File: config.mk
export PLATFORM = sky130hd
export DESIGN_NAME = mpsoc_msi_wb_downsizer
export DESIGN_NICKNAME = d
export VERILOG_FILES = /design/src/rtl/mpsoc_msi_wb_pkg.sv /design/src/rtl/mpsoc_msi_wb_downsizer_lane_sel.sv /design/src/rtl/mpsoc_msi_wb_downsizer.sv
export SDC_FILE = /design/constraint.sdc
export NUM_CORES = 1
export LEC_CHECK = 0
export BUFFER_PORTS_ARGS = -buffer_cell sky130_fd_sc_hd__buf_2
export CAP_MARGIN = 20
export CORE_MARGIN = 2
export CORE_UTILIZATION = 59
export DETAILED_ROUTE_END_ITERATION = 12
export GPL_TIMING_DRIVEN = 0
export PLACE_DENSITY = 0.86
export SYNTH_ARGS = -nofsm -noshare
export SYNTH_HDL_FRONTEND = slang
export SYNTH_HIERARCHICAL = 1
export SYNTH_SLANG_ARGS = --single-unit
export TNS_END_PERCENT = 5
File: constraint.sdc
create_clock -name wb_clk_i -period 4 [get_ports wb_clk_i]
set_input_delay 0.6 -clock wb_clk_i [delete_from_list [all_inputs] [get_ports wb_clk_i]]
set_output_delay 0.6 -clock wb_clk_i [all_outputs]
set_load 0.02 [all_outputs]
File: src/rtl/mpsoc_msi_wb_pkg.sv
// Shared Wishbone constants and the downsizer FSM state type.
package mpsoc_msi_wb_pkg;

    localparam logic [2:0] CLASSIC    = 3'b000;
    localparam logic [2:0] INC        = 3'b010;
    localparam logic [2:0] EOB        = 3'b111;
    localparam logic [1:0] BTE_LINEAR = 2'b00;

    typedef enum logic [1:0] {
        ST_IDLE,
        ST_XFER,
        ST_RESP
    } state_e;

endpackage

File: src/rtl/mpsoc_msi_wb_downsizer_lane_sel.sv
// Active-lane walker: first active lane, next active lane above the current one,
// and whether the current lane is the highest active lane.
module mpsoc_msi_wb_downsizer_lane_sel #(
    parameter int unsigned SCALE = 2
) (
    input  logic [SCALE-1:0]         mask,
    input  logic [$clog2(SCALE)-1:0] lane,
    output logic [$clog2(SCALE)-1:0] first_lane,
    output logic [$clog2(SCALE)-1:0] next_lane,
    output logic                     is_last
);

    localparam int unsigned LW = $clog2(SCALE);

    // Descending scan so the lowest qualifying lane is the one left standing.
    always_comb begin
        first_lane = '0;
        next_lane  = lane;
        is_last    = 1'b1;
        for (int k = SCALE - 1; k >= 0; k--) begin
            if (mask[k]) begin
                first_lane = LW'(k);
                if (LW'(k) > lane) begin
                    next_lane = LW'(k);
                    is_last   = 1'b0;
                end
            end
        end
    end

endmodule

File: src/rtl/mpsoc_msi_wb_downsizer.sv
// Wishbone width converter: splits each wide access into narrow beats over the
// active lanes and reassembles read data into one wide response.
module mpsoc_msi_wb_downsizer
    import mpsoc_msi_wb_pkg::*;
#(
    parameter int unsigned AW    = 32,
    parameter int unsigned DW_IN = 64,
    parameter int unsigned SCALE = 2
) (
    input  logic                      wb_clk_i,
    input  logic                      wb_rst_ni,
    input  logic [AW-1:0]             wbs_adr_i,
    input  logic [DW_IN-1:0]          wbs_dat_i,
    input  logic [DW_IN/8-1:0]        wbs_sel_i,
    input  logic                      wbs_we_i,
    input  logic                      wbs_cyc_i,
    input  logic                      wbs_stb_i,
    input  logic [2:0]                wbs_cti_i,
    input  logic [1:0]                wbs_bte_i,
    output logic [DW_IN-1:0]          wbs_dat_o,
    output logic                      wbs_ack_o,
    output logic                      wbs_err_o,
    output logic                      wbs_rty_o,
    output logic [AW-1:0]             wbm_adr_o,
    output logic [DW_IN/SCALE-1:0]    wbm_dat_o,
    output logic [DW_IN/SCALE/8-1:0]  wbm_sel_o,
    output logic                      wbm_we_o,
    output logic                      wbm_cyc_o,
    output logic                      wbm_stb_o,
    output logic [2:0]                wbm_cti_o,
    output logic [1:0]                wbm_bte_o,
    input  logic [DW_IN/SCALE-1:0]    wbm_dat_i,
    input  logic                      wbm_ack_i,
    input  logic                      wbm_err_i,
    input  logic                      wbm_rty_i
);

    localparam int unsigned DW_OUT  = DW_IN / SCALE;
    localparam int unsigned SW_IN   = DW_IN / 8;
    localparam int unsigned SW_OUT  = DW_OUT / 8;
    localparam int unsigned LW      = $clog2(SCALE);
    localparam int unsigned OFF_OUT = $clog2(SW_OUT);

    state_e              state_q, state_d;
    logic [AW-1:0]       adr_q, adr_d;
    logic [DW_IN-1:0]    dat_q, dat_d;
    logic [SW_IN-1:0]    sel_q, sel_d;
    logic [SCALE-1:0]    mask_q, mask_d, new_mask, mask_c;
    logic [LW-1:0]       lane_q, lane_d;
    logic [DW_IN-1:0]    rdata_q, rdata_d;

    logic [AW-1:0]       wbm_adr_d;
    logic [DW_OUT-1:0]   wbm_dat_d;
    logic [SW_OUT-1:0]   wbm_sel_d;
    logic                wbm_we_d, wbm_cyc_d, wbm_stb_d;
    logic [2:0]          wbm_cti_d;
    logic                wbs_ack_d, wbs_err_d, wbs_rty_d;
    logic [DW_IN-1:0]    wbs_dat_d;

    logic [LW-1:0]       first_a, next_a, lane_b;
    logic                last_a, last_b;
    logic [LW-1:0]       unused_first_b, unused_next_b;
    logic                unused_in;

    assign unused_in = ^{wbs_cti_i, wbs_bte_i};
    assign wbm_bte_o = BTE_LINEAR;

    function automatic logic [AW-1:0] lane_adr(input logic [AW-1:0] a, input logic [LW-1:0] ln);
        return (a & ~AW'(SW_IN - 1)) | (AW'(ln) << OFF_OUT);
    endfunction

    // A lane is active when any of its byte enables is set; an empty sel still issues lane 0.
    always_comb begin
        new_mask = '0;
        for (int k = 0; k < SCALE; k++) begin
            new_mask[k] = |wbs_sel_i[k*SW_OUT +: SW_OUT];
        end
        if (new_mask == '0) begin
            new_mask[0] = 1'b1;
        end
    end

    assign mask_c = (state_q == ST_IDLE) ? new_mask : mask_q;
    // Second walker looks one step ahead to pick the cti of the beat about to be issued.
    assign lane_b = (state_q == ST_IDLE) ? first_a : next_a;

    mpsoc_msi_wb_downsizer_lane_sel #(.SCALE(SCALE)) u_sel_cur (
        .mask       (mask_c),
        .lane       (lane_q),
        .first_lane (first_a),
        .next_lane  (next_a),
        .is_last    (last_a)
    );

    mpsoc_msi_wb_downsizer_lane_sel #(.SCALE(SCALE)) u_sel_nxt (
        .mask       (mask_c),
        .lane       (lane_b),
        .first_lane (unused_first_b),
        .next_lane  (unused_next_b),
        .is_last    (last_b)
    );

    always_comb begin
        state_d   = state_q;
        adr_d     = adr_q;
        dat_d     = dat_q;
        sel_d     = sel_q;
        mask_d    = mask_q;
        lane_d    = lane_q;
        rdata_d   = rdata_q;
        wbm_adr_d = wbm_adr_o;
        wbm_dat_d = wbm_dat_o;
        wbm_sel_d = wbm_sel_o;
        wbm_we_d  = wbm_we_o;
        wbm_cti_d = wbm_cti_o;
        wbm_cyc_d = 1'b0;
        wbm_stb_d = 1'b0;
        wbs_ack_d = 1'b0;
        wbs_err_d = 1'b0;
        wbs_rty_d = 1'b0;
        wbs_dat_d = wbs_dat_o;

        unique case (state_q)
            ST_IDLE: begin
                if (wbs_cyc_i && wbs_stb_i) begin
                    state_d   = ST_XFER;
                    adr_d     = wbs_adr_i;
                    dat_d     = wbs_dat_i;
                    sel_d     = wbs_sel_i;
                    mask_d    = new_mask;
                    lane_d    = first_a;
                    rdata_d   = '0;
                    wbm_cyc_d = 1'b1;
                    wbm_stb_d = 1'b1;
                    wbm_adr_d = lane_adr(wbs_adr_i, first_a);
                    wbm_dat_d = wbs_dat_i[int'(first_a)*DW_OUT +: DW_OUT];
                    wbm_sel_d = wbs_sel_i[int'(first_a)*SW_OUT +: SW_OUT];
                    wbm_we_d  = wbs_we_i;
                    wbm_cti_d = last_b ? CLASSIC : INC;
                end
            end
            ST_XFER: begin
                wbm_cyc_d = 1'b1;
                wbm_stb_d = 1'b1;
                if (!wbs_cyc_i) begin
                    // Master abandoned the cycle: quietly drop it, no wide response.
                    state_d   = ST_IDLE;
                    wbm_cyc_d = 1'b0;
                    wbm_stb_d = 1'b0;
                end else if (wbm_err_i || wbm_rty_i) begin
                    state_d   = ST_RESP;
                    wbm_cyc_d = 1'b0;
                    wbm_stb_d = 1'b0;
                    wbs_err_d = wbm_err_i;
                    wbs_rty_d = !wbm_err_i;
                    wbs_dat_d = rdata_q;
                end else if (wbm_ack_i) begin
                    rdata_d[int'(lane_q)*DW_OUT +: DW_OUT] = wbm_dat_i;
                    if (last_a) begin
                        state_d   = ST_RESP;
                        wbm_cyc_d = 1'b0;
                        wbm_stb_d = 1'b0;
                        wbs_ack_d = 1'b1;
                        wbs_dat_d = rdata_d;
                    end else begin
                        lane_d    = next_a;
                        wbm_adr_d = lane_adr(adr_q, next_a);
                        wbm_dat_d = dat_q[int'(next_a)*DW_OUT +: DW_OUT];
                        wbm_sel_d = sel_q[int'(next_a)*SW_OUT +: SW_OUT];
                        wbm_cti_d = last_b ? EOB : INC;
                    end
                end
            end
            ST_RESP: begin
                state_d = ST_IDLE;
            end
            default: begin
                state_d = ST_IDLE;
            end
        endcase
    end

    always_ff @(posedge wb_clk_i or negedge wb_rst_ni) begin
        if (!wb_rst_ni) begin
            state_q   <= ST_IDLE;
            adr_q     <= '0;
            dat_q     <= '0;
            sel_q     <= '0;
            mask_q    <= '0;
            lane_q    <= '0;
            rdata_q   <= '0;
            wbm_adr_o <= '0;
            wbm_dat_o <= '0;
            wbm_sel_o <= '0;
            wbm_we_o  <= 1'b0;
            wbm_cyc_o <= 1'b0;
            wbm_stb_o <= 1'b0;
            wbm_cti_o <= '0;
            wbs_ack_o <= 1'b0;
            wbs_err_o <= 1'b0;
            wbs_rty_o <= 1'b0;
            wbs_dat_o <= '0;
        end else begin
            state_q   <= state_d;
            adr_q     <= adr_d;
            dat_q     <= dat_d;
            sel_q     <= sel_d;
            mask_q    <= mask_d;
            lane_q    <= lane_d;
            rdata_q   <= rdata_d;
            wbm_adr_o <= wbm_adr_d;
            wbm_dat_o <= wbm_dat_d;
            wbm_sel_o <= wbm_sel_d;
            wbm_we_o  <= wbm_we_d;
            wbm_cyc_o <= wbm_cyc_d;
            wbm_stb_o <= wbm_stb_d;
            wbm_cti_o <= wbm_cti_d;
            wbs_ack_o <= wbs_ack_d;
            wbs_err_o <= wbs_err_d;
            wbs_rty_o <= wbs_rty_d;
            wbs_dat_o <= wbs_dat_d;
        end
    end

endmodule

-- Word level (Yosys, flattened, before mapping)
Cells that the tools add are included.
- register bits: 313
- input bits: 149
- output and inout port bits: 143
- logic and storage cells: 134
- $add $sub $neg: 1
- $lt $le $gt $ge: 4
- equality and inequality tests: 8
- shift operators: 6
- multiplexer cells: 81
- bitwise operators: 2
- reduce and logical (&&, ||, !) cells: 15
- operators with widths (kind ; count):
    2-to-1 mux 64 bit ; 7
    2-to-1 mux 32 bit ; 10
    one-hot mux 32 bit (2 select lines) ; 2
    one-hot mux 64 bit (2 select lines) ; 1
    indexed part select 64 x 7 -> 32 bit ; 2
    bitwise mux 64 bit ; 1
    OR 32 x 3 -> 32 bit ; 2
    variable shift 32 x 34 -> 64 bit (first input constant) ; 1
    indexed part select 32 x 34 -> 64 bit ; 1
    2-to-1 mux 1 bit ; 37
    negation 6 -> 34 bit ; 1
    2-to-1 mux 4 bit ; 5
    2-to-1 mux 3 bit ; 6
    indexed part select 8 x 4 -> 4 bit ; 2
    2-to-1 mux 2 bit ; 7
    != test 2 bit (second input constant) ; 4
    != test 4 bit (second input constant) ; 2
    one-hot mux 4 bit (2 select lines) ; 1
    OR reduction 4 bit ; 2
    one-hot mux 3 bit (2 select lines) ; 1
    AND reduction 6 bit ; 1
    nonzero test 2 bit ; 3
    AND reduction 5 bit ; 1
    greater-than comparator 1 bit (first input constant) ; 4
    other kinds (11) ; 13

-- Depth between registers and ports, before layout
Gate-level depths: netlist of the first run.
- word-level depth: 19
- mapped depth: 11
- gate-level depth less buffers: 8

-- Modules after synthesis
The synthesis of the first run kept the hierarchy.
- modules (own cells, without submodules) (module ; instances ; cells each ; area an instance (um2) ; seq. area each (um2)):
    mpsoc_msi_wb_downsizer ; 1 ; 1311 ; 13387.8 ; 7657.3
    mpsoc_msi_wb_downsizer_lane_sel ; 2 ; 3 ; 18.8 ; 0.0

-- Worst setup path after synthesis of the first run
OpenSTA, ideal clock, no wires.
- path kind: input port to flip-flop
- from: in wbs_sel_i[2]
- to: reg wbm_cti_o[0]
- library setup time: 0.079 ns
- arrival time: 2.656 ns
- required time: 3.921 ns
- setup slack: 1.265 ns
- stages on the path: 11
- path buffers: 3
- path through: or4_1 nor2_1 a21oi_1 nor2b_1 buf_2 buf_1 buf_1 mux2_2 nand2b_1 nand2_1 mux2i_1
- word-level cells in the longest chain between the ends: 17
- ends and longest elaborated chain (element ; RTL line ; RTL):
    start, declared ; mpsoc_msi_wb_downsizer.sv:14 ; input logic [DW_IN/8-1:0] wbs_sel_i,
    OR reduction 4 bit * ; mpsoc_msi_wb_downsizer.sv:76 ; new_mask[k] = |wbs_sel_i[k*SW_OUT +: SW_OUT];
    zero test 2 bit ; mpsoc_msi_wb_downsizer.sv:78 ; if (new_mask == '0) begin
    2-to-1 mux 1 bit * ; mpsoc_msi_wb_downsizer.sv:78 ;
    2-to-1 mux 2 bit * ; mpsoc_msi_wb_downsizer.sv:83 ; assign mask_c = (state_q == ST_IDLE) ? new_mask : mask_q;
    named net mask_c[0] ; mpsoc_msi_wb_downsizer.sv:48 ; logic [SCALE-1:0] mask_q, mask_d, new_mask, mask_c;
    2-to-1 mux 1 bit * ; mpsoc_msi_wb_downsizer_lane_sel.sv:21 ; if (mask[k]) begin
    named net first_a ; mpsoc_msi_wb_downsizer.sv:60 ; logic [LW-1:0] first_a, next_a, lane_b;
    2-to-1 mux 1 bit * ; mpsoc_msi_wb_downsizer.sv:85 ; assign lane_b = (state_q == ST_IDLE) ? first_a : next_a;
    named net lane_b ; mpsoc_msi_wb_downsizer.sv:60 ;
    (+4 left out) ; - ;
    2-to-1 mux 1 bit * ; mpsoc_msi_wb_downsizer_lane_sel.sv:21 ;
    named net last_b ; mpsoc_msi_wb_downsizer.sv:61 ; logic last_a, last_b;
    2-to-1 mux 3 bit * ; mpsoc_msi_wb_downsizer.sv:170 ; wbm_cti_d = last_b ? EOB : INC;
    2-to-1 mux 3 bit * ; mpsoc_msi_wb_downsizer.sv:159 ; if (last_a) begin
    2-to-1 mux 3 bit * ; mpsoc_msi_wb_downsizer.sv:157 ; end else if (wbm_ack_i) begin
    2-to-1 mux 3 bit * ; mpsoc_msi_wb_downsizer.sv:150 ; end else if (wbm_err_i || wbm_rty_i) begin
    2-to-1 mux 3 bit * ; mpsoc_msi_wb_downsizer.sv:145 ; if (!wbs_cyc_i) begin
    one-hot mux 3 bit (2 select lines) * ; mpsoc_msi_wb_downsizer.sv:123 ; unique case (state_q)
    end signal, assigned ; mpsoc_msi_wb_downsizer.sv:217 ; wbm_cti_o <= wbm_cti_d;
    end, declared ; mpsoc_msi_wb_downsizer.sv:30 ; output logic [2:0] wbm_cti_o,
Mark *: on every way through the listed nets, which the timed path passes. The rest lies on a longest branch. The select of a mux whose other input is x is not followed.
A chain may end at the register's enable or synchronous reset.

-- Worst setup path in the final report of the first run
- from: reg state_q[0]
- to: reg wbm_cti_o[0]
- RTL lines (element ; RTL line ; RTL):
    start, declared ; mpsoc_msi_wb_downsizer.sv:44 ; state_e state_q, state_d;
    start signal, assigned ; mpsoc_msi_wb_downsizer.sv:204 ; state_q <= state_d;
    zero test 2 bit * ; mpsoc_msi_wb_downsizer.sv:83 ;
    2-to-1 mux 2 bit * ; mpsoc_msi_wb_downsizer.sv:83 ;
    named net mask_c[1] ; mpsoc_msi_wb_downsizer.sv:48 ;
    2-to-1 mux 1 bit * (2 in a row) ; mpsoc_msi_wb_downsizer_lane_sel.sv:21 ;
    named net first_a ; mpsoc_msi_wb_downsizer.sv:60 ;
    2-to-1 mux 1 bit * ; mpsoc_msi_wb_downsizer.sv:85 ;
    named net lane_b ; mpsoc_msi_wb_downsizer.sv:60 ;
    greater-than comparator 1 bit ; mpsoc_msi_wb_downsizer_lane_sel.sv:23 ; if (LW'(k) > lane) begin
    (+3 left out) ; - ;
    2-to-1 mux 1 bit * ; mpsoc_msi_wb_downsizer_lane_sel.sv:21 ;
    named net last_b ; mpsoc_msi_wb_downsizer.sv:61 ;
    2-to-1 mux 3 bit * ; mpsoc_msi_wb_downsizer.sv:170 ;
    2-to-1 mux 3 bit * ; mpsoc_msi_wb_downsizer.sv:159 ;
    2-to-1 mux 3 bit * ; mpsoc_msi_wb_downsizer.sv:157 ;
    2-to-1 mux 3 bit * ; mpsoc_msi_wb_downsizer.sv:150 ;
    2-to-1 mux 3 bit * ; mpsoc_msi_wb_downsizer.sv:145 ;
    one-hot mux 3 bit (2 select lines) * ; mpsoc_msi_wb_downsizer.sv:123 ;
Marked as above.

==> results of run 1 <==
-- registers in the layout, summed over array words and instances, names as in the netlist, 2 cells and up --
name,flops
mask_q,2
wbm_cti_o,2
sel_q,8
rdata_q,64
adr_q,29
wbm_sel_o,4
wbm_adr_o,30
wbs_dat_o,64
wbm_dat_o,32
dat_q,64
state_q,2
-- metal layers --
layer	global-route usage, %	part of all wire (%)	up-vias
met2	50.8	48	465
met5	0	0.030	-
li1	-	-	5047
met3	6.14	7.4	98
met1	40.1	40	5492
met4	11.9	3.7	2
-- layout by cell type, fill, tap and decap left out, types with 2 or more instances in the layout --
| cell type | n |
|---|---|
| nand3_1 | 2 |
| buf_1 | 7 |
| a211oi_1 | 36 |
| buf_2 | 307 |
| a22o_1 | 64 |
| nor2b_1 | 39 |
| nor2_1 | 4 |
| o21ai_0 | 68 |
| a21oi_1 | 38 |
| diode_2 | 8 |
| buf_6 | 3 |
| mux2i_1 | 101 |
| nand2b_1 | 3 |
| clkbuf_16 | 31 |
| buf_4 | 7 |
| and2_1 | 3 |
| inv_1 | 3 |
| bufinv_16 | 2 |
| nand2_1 | 466 |
| clkinv_4 | 2 |
| clkinv_2 | 4 |
| conb_1 | 4 |
| clkbuf_8 | 9 |
| clkbuf_1 | 62 |
| buf_16 | 2 |
| mux2_1 | 20 |
| mux2_2 | 47 |
| and3_1 | 2 |
| dfrtp_1 | 306 |
-- worst max-delay path, delay by kind of cell, from the launching register on --
kind                   cells  cell delay [ns]
muxes                      2             0.39
and+or+nand+nor            5             0.80
buffers and inverters      3             1.23
DFF                        1             0.40
AOI/OAI and AO/OA          1             0.28
-- power groups by stage --
stage / combinational (mW) / sequential (mW) / clock (mW)
after CTS: 2.13 / 3.94 / 2.94
after detailed placement: 2.10 / 3.99 / 0
after floorplan: 0.898 / 4.35 / 0
after global placement: 2.04 / 3.95 / 0
final: 2.12 / 3.94 / 2.92
after global routing: 2.30 / 4.00 / 3.06
-- path summary, 6_finish.rpt --
check                           cells after the start                   endpoint
worst max-delay path                               11   wbm_cti_o[0]$_DFFE_PN0P_
worst max register to register                     11   wbm_cti_o[0]$_DFFE_PN0P_
max in group asynchronous                           3   wbs_dat_o[6]$_DFFE_PN0P_
worst min-delay path                                3       wbm_we_o$_DFFE_PN0P_
worst min register to register                      2  wbs_dat_o[16]$_DFFE_PN0P_
min in group asynchronous                           2       dat_q[8]$_DFFE_PN0P_
-- what timing repair did --
item / in CTS / in global routing
hold endpoints to repair: 38 / 0
hold buffers: 1 / 0
resized for setup: 0 / 0
-- final cells by class --
cell class | count | area share, %
clock buffers | 48 | 5.70
repair buffers | 282 | 9.03
clock inverters | 8 | 0.599
multi-input cells | 909 | 32.5
diodes | 8 | 0.123
inverters | 3 | 0.0691
plain buffers | 100 | 2.82
flip-flops and latches | 306 | 47.0
well taps | 285 | 2.19
==> flow_metrics.tcl, run 1 <==
set metrics [dict create \
    status "finished clean" \
    skew_ns 0.0116 \
    grt_max_degree 128 \
    critical_path.slowest_cell "buf_1" \
    fin_area_um2 16300 \
    via_count 11100 \
    finalMaxSlewViolations 0 \
    p_comb_share_pct 23.6 \
    crit_required_ns 4.48 \
    hpwl_mm 25.1 \
    dpl_cell_area_um2 15200 \
    p_int_mw 6.15 \
    postCtsSetupRepairBufs 0 \
    routedWlPerCell_um 18.7 \
    dieArea_um2 24000 \
    syn-instance-count 1315 \
    worstPathArrival_ns 3.66 \
    setup_viol 0 \
    overflow 0 \
    nets 1782 \
    die_w_um 155 \
    first_iter_violations 848 \
    holdWs_ns 0.249 \
    p_per_area_nw_per_um2 551 \
    cts_root_buf "clkbuf_16" \
    nFillCells 1601 \
    swShare_pct 31.5 \
    max_freq_mhz 314 \
    ant_nets 0 \
    seq_area_um2 7660 \
    critPathLaunch "state_q[0]$_DFFE_PN0P_" \
    setup_tns_ns 0 \
    min_period_over_period_pct 79.6 \
    post-route-util_pct 72.4 \
    syn_avg_cell_area_um2 10.2 \
    pwr-share-clk_pct 32.5 \
    worstPathCellList "nor2_2 -> nor2_1 -> a21oi_1 -> nor2b_1 -> buf_2 -> buf_1 -> buf_1 -> mux2_2 -> nand2b_1 -> nand2_1 -> mux2i_1" \
    area_growth_pct 21.5 \
    grt_use_total_pct 30.6 \
    io_buffers 279 \
    crit_type "register to register" \
    maxCapViolations 0 \
    grt_pass1_vias 11400 \
    cpPeakStageDelay_ns 0.51 \
    cts_max_level 1 \
    final_cell_count_no_fill 1949 \
    rows 55 \
    fin_ws_ns 0.816 \
    clkSinkCount 306 \
    r2r_start "state_q[0]$_DFFE_PN0P_" \
    io_pins 292 \
    min_path_type "primary input to register" \
    cts_buffers 31 \
    power_switching_mw 2.83 \
    core_um2 22500 \
    vdd_drop_max_mv 0.420 \
    multi_input_area_um2 5300 \
    clock_latency_ns 0.55 \
    cp_common_cell "buf_1" \
    via_per_inst 5.70 \
    drive_above_1_share_pct 25.2 \
    die_h_um 155 \
    fin_crit_ns 3.18 \
    cts_tree "yes" \
    endpoint_kind "register" \
    drcViolationCount 0 \
    first_pass_iters 5 \
    antenna_found_initial 10 \
    report.final.hold_viol_count 0 \
    start_kind "register" \
    path_max_fanout 10 \
    yosys_warnings 6 \
    gp_congestion 0.847 \
    clk_pin_slew_ns 0.06 \
    rsz0062_at_grt "false" \
    max-slew-margin-rel_pct 34.8 \
    dp_slack_ns 0.541 \
    wl_mm 36.5 \
    syn_area_um2 13400 \
    start_util_pct 59.6 \
    dp_cells 1884 \
    p_leak_nw 8.50 \
    worstHoldStart "wbs_we_i" \
    seqPwrFrac_pct 43.9 \
    grt_pass1_wl_mm 58.8 \
    tightest_slew_ns 0.971 \
    r2r_slack_ns 0.82 \
    cts_buffer_depth 3 \
    power_mw 8.98 \
]
No activity file was read; power rests on OpenSTA's default activity.
==> run 2, diff against run 1 <==
--- a/config.mk
+++ b/config.mk
@@ -8,10 +8,10 @@
 export BUFFER_PORTS_ARGS = -buffer_cell sky130_fd_sc_hd__buf_2
 export CAP_MARGIN = 20
 export CORE_MARGIN = 2
-export CORE_UTILIZATION = 59
+export CORE_UTILIZATION = 55
 export DETAILED_ROUTE_END_ITERATION = 12
 export GPL_TIMING_DRIVEN = 0
-export PLACE_DENSITY = 0.86
+export PLACE_DENSITY = 0.81
 export SYNTH_ARGS = -nofsm -noshare
 export SYNTH_HDL_FRONTEND = slang
 export SYNTH_HIERARCHICAL = 1
==> constraint.sdc (replaced) <==
create_clock -name wb_clk_i -period 3 [get_ports wb_clk_i]
set_input_delay 0.45 -clock wb_clk_i [delete_from_list [all_inputs] [get_ports wb_clk_i]]
set_output_delay 0.45 -clock wb_clk_i [all_outputs]
set_load 0.02 [all_outputs]
==> flow_metrics.tcl, run 2 (synthesis gave the netlist of run 1 again) <==
set metrics [dict create \
    grt_use_total_pct 27.7 \
    worstPathCellList "nor2_4 -> nor2_1 -> a21oi_1 -> nand2b_1 -> a211o_1 -> nand3_1 -> buf_2 -> clkbuf_2 -> clkbuf_4 -> nand2_1 -> o21ai_0" \
    routedWlPerCell_um 18.1 \
    clk_pin_slew_ns 0.06 \
    finalMaxSlewViolations 0 \
    worstPathArrival_ns 3.22 \
    crit_family "buffers and inverters" \
    reg_top3 "dat_q (64), rdata_q (64), wbs_dat_o (64)" \
    nets 1782 \
    endpoint_kind "register" \
    grt_pass1_vias 10700 \
    power_mw 11.9 \
    min_path_type "primary input to register" \
    gp_congestion 0.849 \
    cts_tree "yes" \
    max-slew-margin-rel_pct 43.9 \
    worstHoldStart "wbs_we_i" \
    grt_pass1_wl_mm 57.4 \
    maxCapViolations 0 \
    tightest_slew_ns 0.835 \
    hpwl_mm 24.7 \
    crit_type "register to register" \
    cts_buffer_depth 3 \
    setup_viol 0 \
    cts_buffers 31 \
    overflow 0 \
    r2r_start "state_q[0]$_DFFE_PN0P_" \
    area_growth_pct 22.0 \
    core_um2 24100 \
    critical_path.slowest_cell "dfrtp_1" \
    io_buffers 279 \
    start_kind "register" \
    rows 57 \
    final_common_cell "nand2_1" \
    drcViolationCount 0 \
    cpPeakStageDelay_ns 0.42 \
    max_freq_mhz 362 \
    critPathLaunch "state_q[0]$_DFFE_PN0P_" \
    start_util_pct 55.6 \
    fin_crit_ns 2.76 \
    clock_latency_ns 0.54 \
    dp_slack_ns -0.323 \
    min_period_over_period_pct 92.1 \
    path_max_fanout 10 \
    antenna_found_initial 11 \
    clkSinkCount 306 \
    rsz0062_at_grt "false" \
    cts_root_buf "clkbuf_16" \
    via_count 10900 \
    mostFrequentLayoutCells "466 x nand2_1, 307 x buf_2, 306 x dfrtp_1" \
    path_buf_inv 3 \
    fin_ws_ns 0.238 \
    status "finished clean" \
    die_w_um 160 \
    nFillCells 1912 \
    first_iter_violations 794 \
    crit_required_ns 3.45 \
    p_per_area_nw_per_um2 730 \
    grt_max_degree 115 \
    dieArea_um2 25700 \
    p_leak_nw 8.53 \
    ant_nets 0 \
    cts_max_level 1 \
    via_per_inst 5.47 \
    io_pins 292 \
    drive_above_1_share_pct 25.9 \
    report.final.hold_viol_count 0 \
    first_pass_iters 5 \
    wl_mm 35.9 \
    seq_area_um2 7660 \
    die_h_um 160 \
    postCtsSetupRepairBufs 0 \
    skew_ns 0.00802 \
    multi_input_area_um2 5300 \
    vdd_drop_max_mv 0.531 \
]
-- run 2: final timing paths --
path / cells after the start / end / slack [ns]
min reg2reg: 2 / dat_q[17]$_DFFE_PN0P_ / 0.47
min in group asynchronous: 2 / dat_q[8]$_DFFE_PN0P_ / 0.55
min: 3 / wbm_we_o$_DFFE_PN0P_ / 0.1
max reg2reg: 11 / wbs_dat_o[52]$_DFFE_PN0P_ / 0.24
max in group asynchronous: 4 / dat_q[54]$_DFFE_PN0P_ / 0.97
max: 11 / wbs_dat_o[52]$_DFFE_PN0P_ / 0.24
-- run 2: stage by stage --
stage | hold WS [ns] | instances | TNS (ns) | area, um2 | util [%]
after floorplan | 0.154 | 1318 | 0 | 13400 | -
after global placement | 0.455 | 1921 | -1277.15 | 15200 | 63.2
after detailed placement | 0.462 | 1923 | -5.47 | 15300 | 63.4
after CTS | 0.0824 | 1979 | 0 | 16300 | 67.7
after global routing | 0.0943 | 1984 | 0 | 16400 | 67.8
final | 0.0979 | 1987 | 0 | 16400 | 67.9
-- run 2: final cells by class --
cell class / instances / area share (%)
multi-input cells: 909 / 32.4
clock buffers: 39 / 5.23
repair buffers: 282 / 8.99
flip-flops and latches: 306 / 46.8
well taps: 324 / 2.48
plain buffers: 100 / 2.89
diodes: 8 / 0.122
clock inverters: 16 / 1.00
inverters: 3 / 0.0688
-- run 2: worst min-delay path: cells and delay by family --
family	cells	cell delay (ns)
buffers and inverters	1	0.07
AND/OR/NAND/NOR	2	0.09
-- run 2: layer usage --
metal | vias up | share of wire, % | global-route usage [%] | routed length, um
met2 | 395 | 47 | 44.3 | 17000
met1 | 5313 | 42 | 37.9 | 15100
met4 | 6 | 3.5 | 10.2 | 1270
li1 | 5060 | - | - | -
met3 | 90 | 6.9 | 5.82 | 2470
met5 | - | 0.11 | 0 | 41
-- run 2: what timing repair did --
action,in CTS,in global routing
hold buffers,1,0
resized for setup,2,12
cloned,0,0
endpoints found under the hold margin,98,0
setup endpoints to repair,3,38
-- run 2: power by group --
part | switching, mW | leakage [nW] | total (mW) | internal [mW]
registers | 0.405 | 3.95 | 5.26 | 4.85
clock network | 1.60 | 0.508 | 3.87 | 2.27
logic | 1.74 | 4.07 | 2.81 | 1.07
total | 3.75 | 8.53 | 11.9 | 8.18
==> run 3, diff against run 2 <==
==> constraint.sdc (replaced) <==
create_clock -name wb_clk_i -period 2.68 [get_ports wb_clk_i]
set_input_delay 0.402 -clock wb_clk_i [delete_from_list [all_inputs] [get_ports wb_clk_i]]
set_output_delay 0.402 -clock wb_clk_i [all_outputs]
set_load 0.02 [all_outputs]
==> flow_metrics.tcl, run 3 (synthesis gave the netlist of run 1 again) <==
set metrics [dict create \
    cts_root_buf "clkbuf_16" \
    p_per_area_nw_per_um2 815 \
    reg_top3 "dat_q (64), rdata_q (64), wbs_dat_o (64)" \
    drcViolationCount 0 \
    rows 57 \
    mostFrequentLayoutCells "466 x nand2_1, 307 x buf_2, 306 x dfrtp_1" \
    max_freq_mhz 402 \
    cts_max_level 1 \
    clk_pin_slew_ns 0.06 \
    die_w_um 160 \
    setup_tns_ns 0 \
    dieArea_um2 25700 \
    nets 1785 \
    dpl_cell_area_um2 15300 \
    post-route-util_pct 68.0 \
    io_pins 292 \
    setup_viol 0 \
    met1_length_mm 14.9 \
    grt_pass1_wl_mm 57.4 \
    cts_buffer_depth 3 \
    worstPathArrival_ns 2.92 \
    first_pass_iters 7 \
    overflow 0 \
    nFillCells 1910 \
    maxCapViolations 0 \
    die_h_um 160 \
    antenna_found_initial 11 \
    path_max_fanout 10 \
    power_mw 13.4 \
    max-slew-margin-rel_pct 43.9 \
    holdWs_ns 0.0508 \
    hpwl_mm 24.7 \
    rsz0062_at_grt "false" \
    cts_tree "yes" \
    top_layer "met5" \
    first_iter_violations 777 \
    via_count 10900 \
    clock_latency_ns 0.54 \
    report.final.hold_viol_count 0 \
    cts_buffers 31 \
    finalMaxSlewViolations 0 \
    crit_type "register to register" \
    start_kind "register" \
    min_path_type "primary input to register" \
    via_per_inst 5.47 \
    gp_congestion 0.849 \
    status "finished clean" \
    area_growth_pct 22.3 \
    grt_max_degree 115 \
    p_leak_nw 8.55 \
    clkSinkCount 306 \
    wl_met3_mm 2.63 \
    drive_above_1_share_pct 26.3 \
    wl_mm 35.8 \
    final_common_cell "nand2_1" \
    io_buffers 279 \
    fin_area_um2 16400 \
    vdd_drop_max_mv 0.588 \
    skew_ns 0.00755 \
    ant_nets 0 \
    grt_use_total_pct 27.8 \
    fin_crit_ns 2.49 \
    endpoint_kind "register" \
    tightest_slew_ns 0.842 \
    core_um2 24100 \
    grt_pass1_vias 10700 \
    routedWlPerCell_um 18.0 \
    start_util_pct 55.6 \
    dr_wl_met2_mm 16.9 \
    min_period_over_period_pct 92.8 \
    crit_required_ns 3.11 \
]
-- run 3: cell count changes in the layout (fill, tap and decap cells not counted), sizes merged --
| cell | before | now |
|---|---|---|
| diode | 8 | 9 |
| buf | 324 | 328 |
| clkbuf | 96 | 95 |
-- run 3: through the flow --
stage,worst slack (ns),instances
6_report,0.193,1991
4_1_cts,0.0213,1979
5_1_grt,0.0639,1987
3_5_place_dp,-0.595,1923
3_3_place_gp,-4.46,1921
2_1_floorplan,0.174,1318
-- run 3: area by class of cell --
cell class	count	area, um2	area share, %
flip-flops and latches	306	7660	46.7
multi-input cells	909	5300	32.3
repair buffers	285	1490	9.11
clock buffers	39	856	5.22
plain buffers	100	484	2.95
well taps	324	405	2.47
clock inverters	16	164	1.00
diodes	9	22.5	0.137
inverters	3	11.3	0.0687
-- run 3: path summary, 6_finish.rpt --
kind	from	endpoint	slack, ns	cells past startpoint
max	state_q[1]$_DFFE_PN0P_	wbm_dat_o[14]$_DFFE_PN0P_	0.19	10
min	wbs_we_i	wbm_we_o$_DFFE_PN0P_	0.05	3
max reg2reg	state_q[1]$_DFFE_PN0P_	wbm_dat_o[14]$_DFFE_PN0P_	0.19	10
min reg2reg	dat_q[17]$_DFFE_PN0P_	dat_q[17]$_DFFE_PN0P_	0.47	2
max in group asynchronous	wb_rst_ni	wbs_dat_o[48]$_DFFE_PN0P_	0.71	4
min in group asynchronous	wb_rst_ni	dat_q[8]$_DFFE_PN0P_	0.50	2
-- run 3: repair_timing --
item / CTS / global route
cloned: 0 / 0
hold buffers: 1 / 0
pin swaps: 0 / 1
endpoints found under the setup margin: 44 / 96
resized for setup: 12 / 6
endpoints found under the hold margin: 98 / 0
buffers inserted: 0 / 3
-- run 3: power by group --
| group | leakage, nW | total (mW) | switching (mW) | internal, mW |
|---|---|---|---|---|
| combinational | 4.09 | 3.15 | 1.95 | 1.20 |
| sequential | 3.95 | 5.89 | 0.453 | 5.43 |
| clock | 0.508 | 4.33 | 1.79 | 2.54 |
| total | 8.55 | 13.4 | 4.20 | 9.17 |
-- run 3: metal layers --
layer	track usage [%]	vias to the layer above
met2	44.2	422
met5	0	-
met1	37.9	5301
met4	10.4	6
li1	-	5065
met3	5.84	98
-- run 3: worst max-delay path, cell delays in order (launching register included) --
cell	delay, ns
dfrtp_1	0.42
nor2_4	0.17
buf_4	0.14
a21oi_2	0.07
nor2b_1	0.18
buf_2	0.19
clkbuf_2	0.24
clkbuf_2	0.27
a211oi_1	0.34
a21oi_1	0.09
mux2_2	0.28
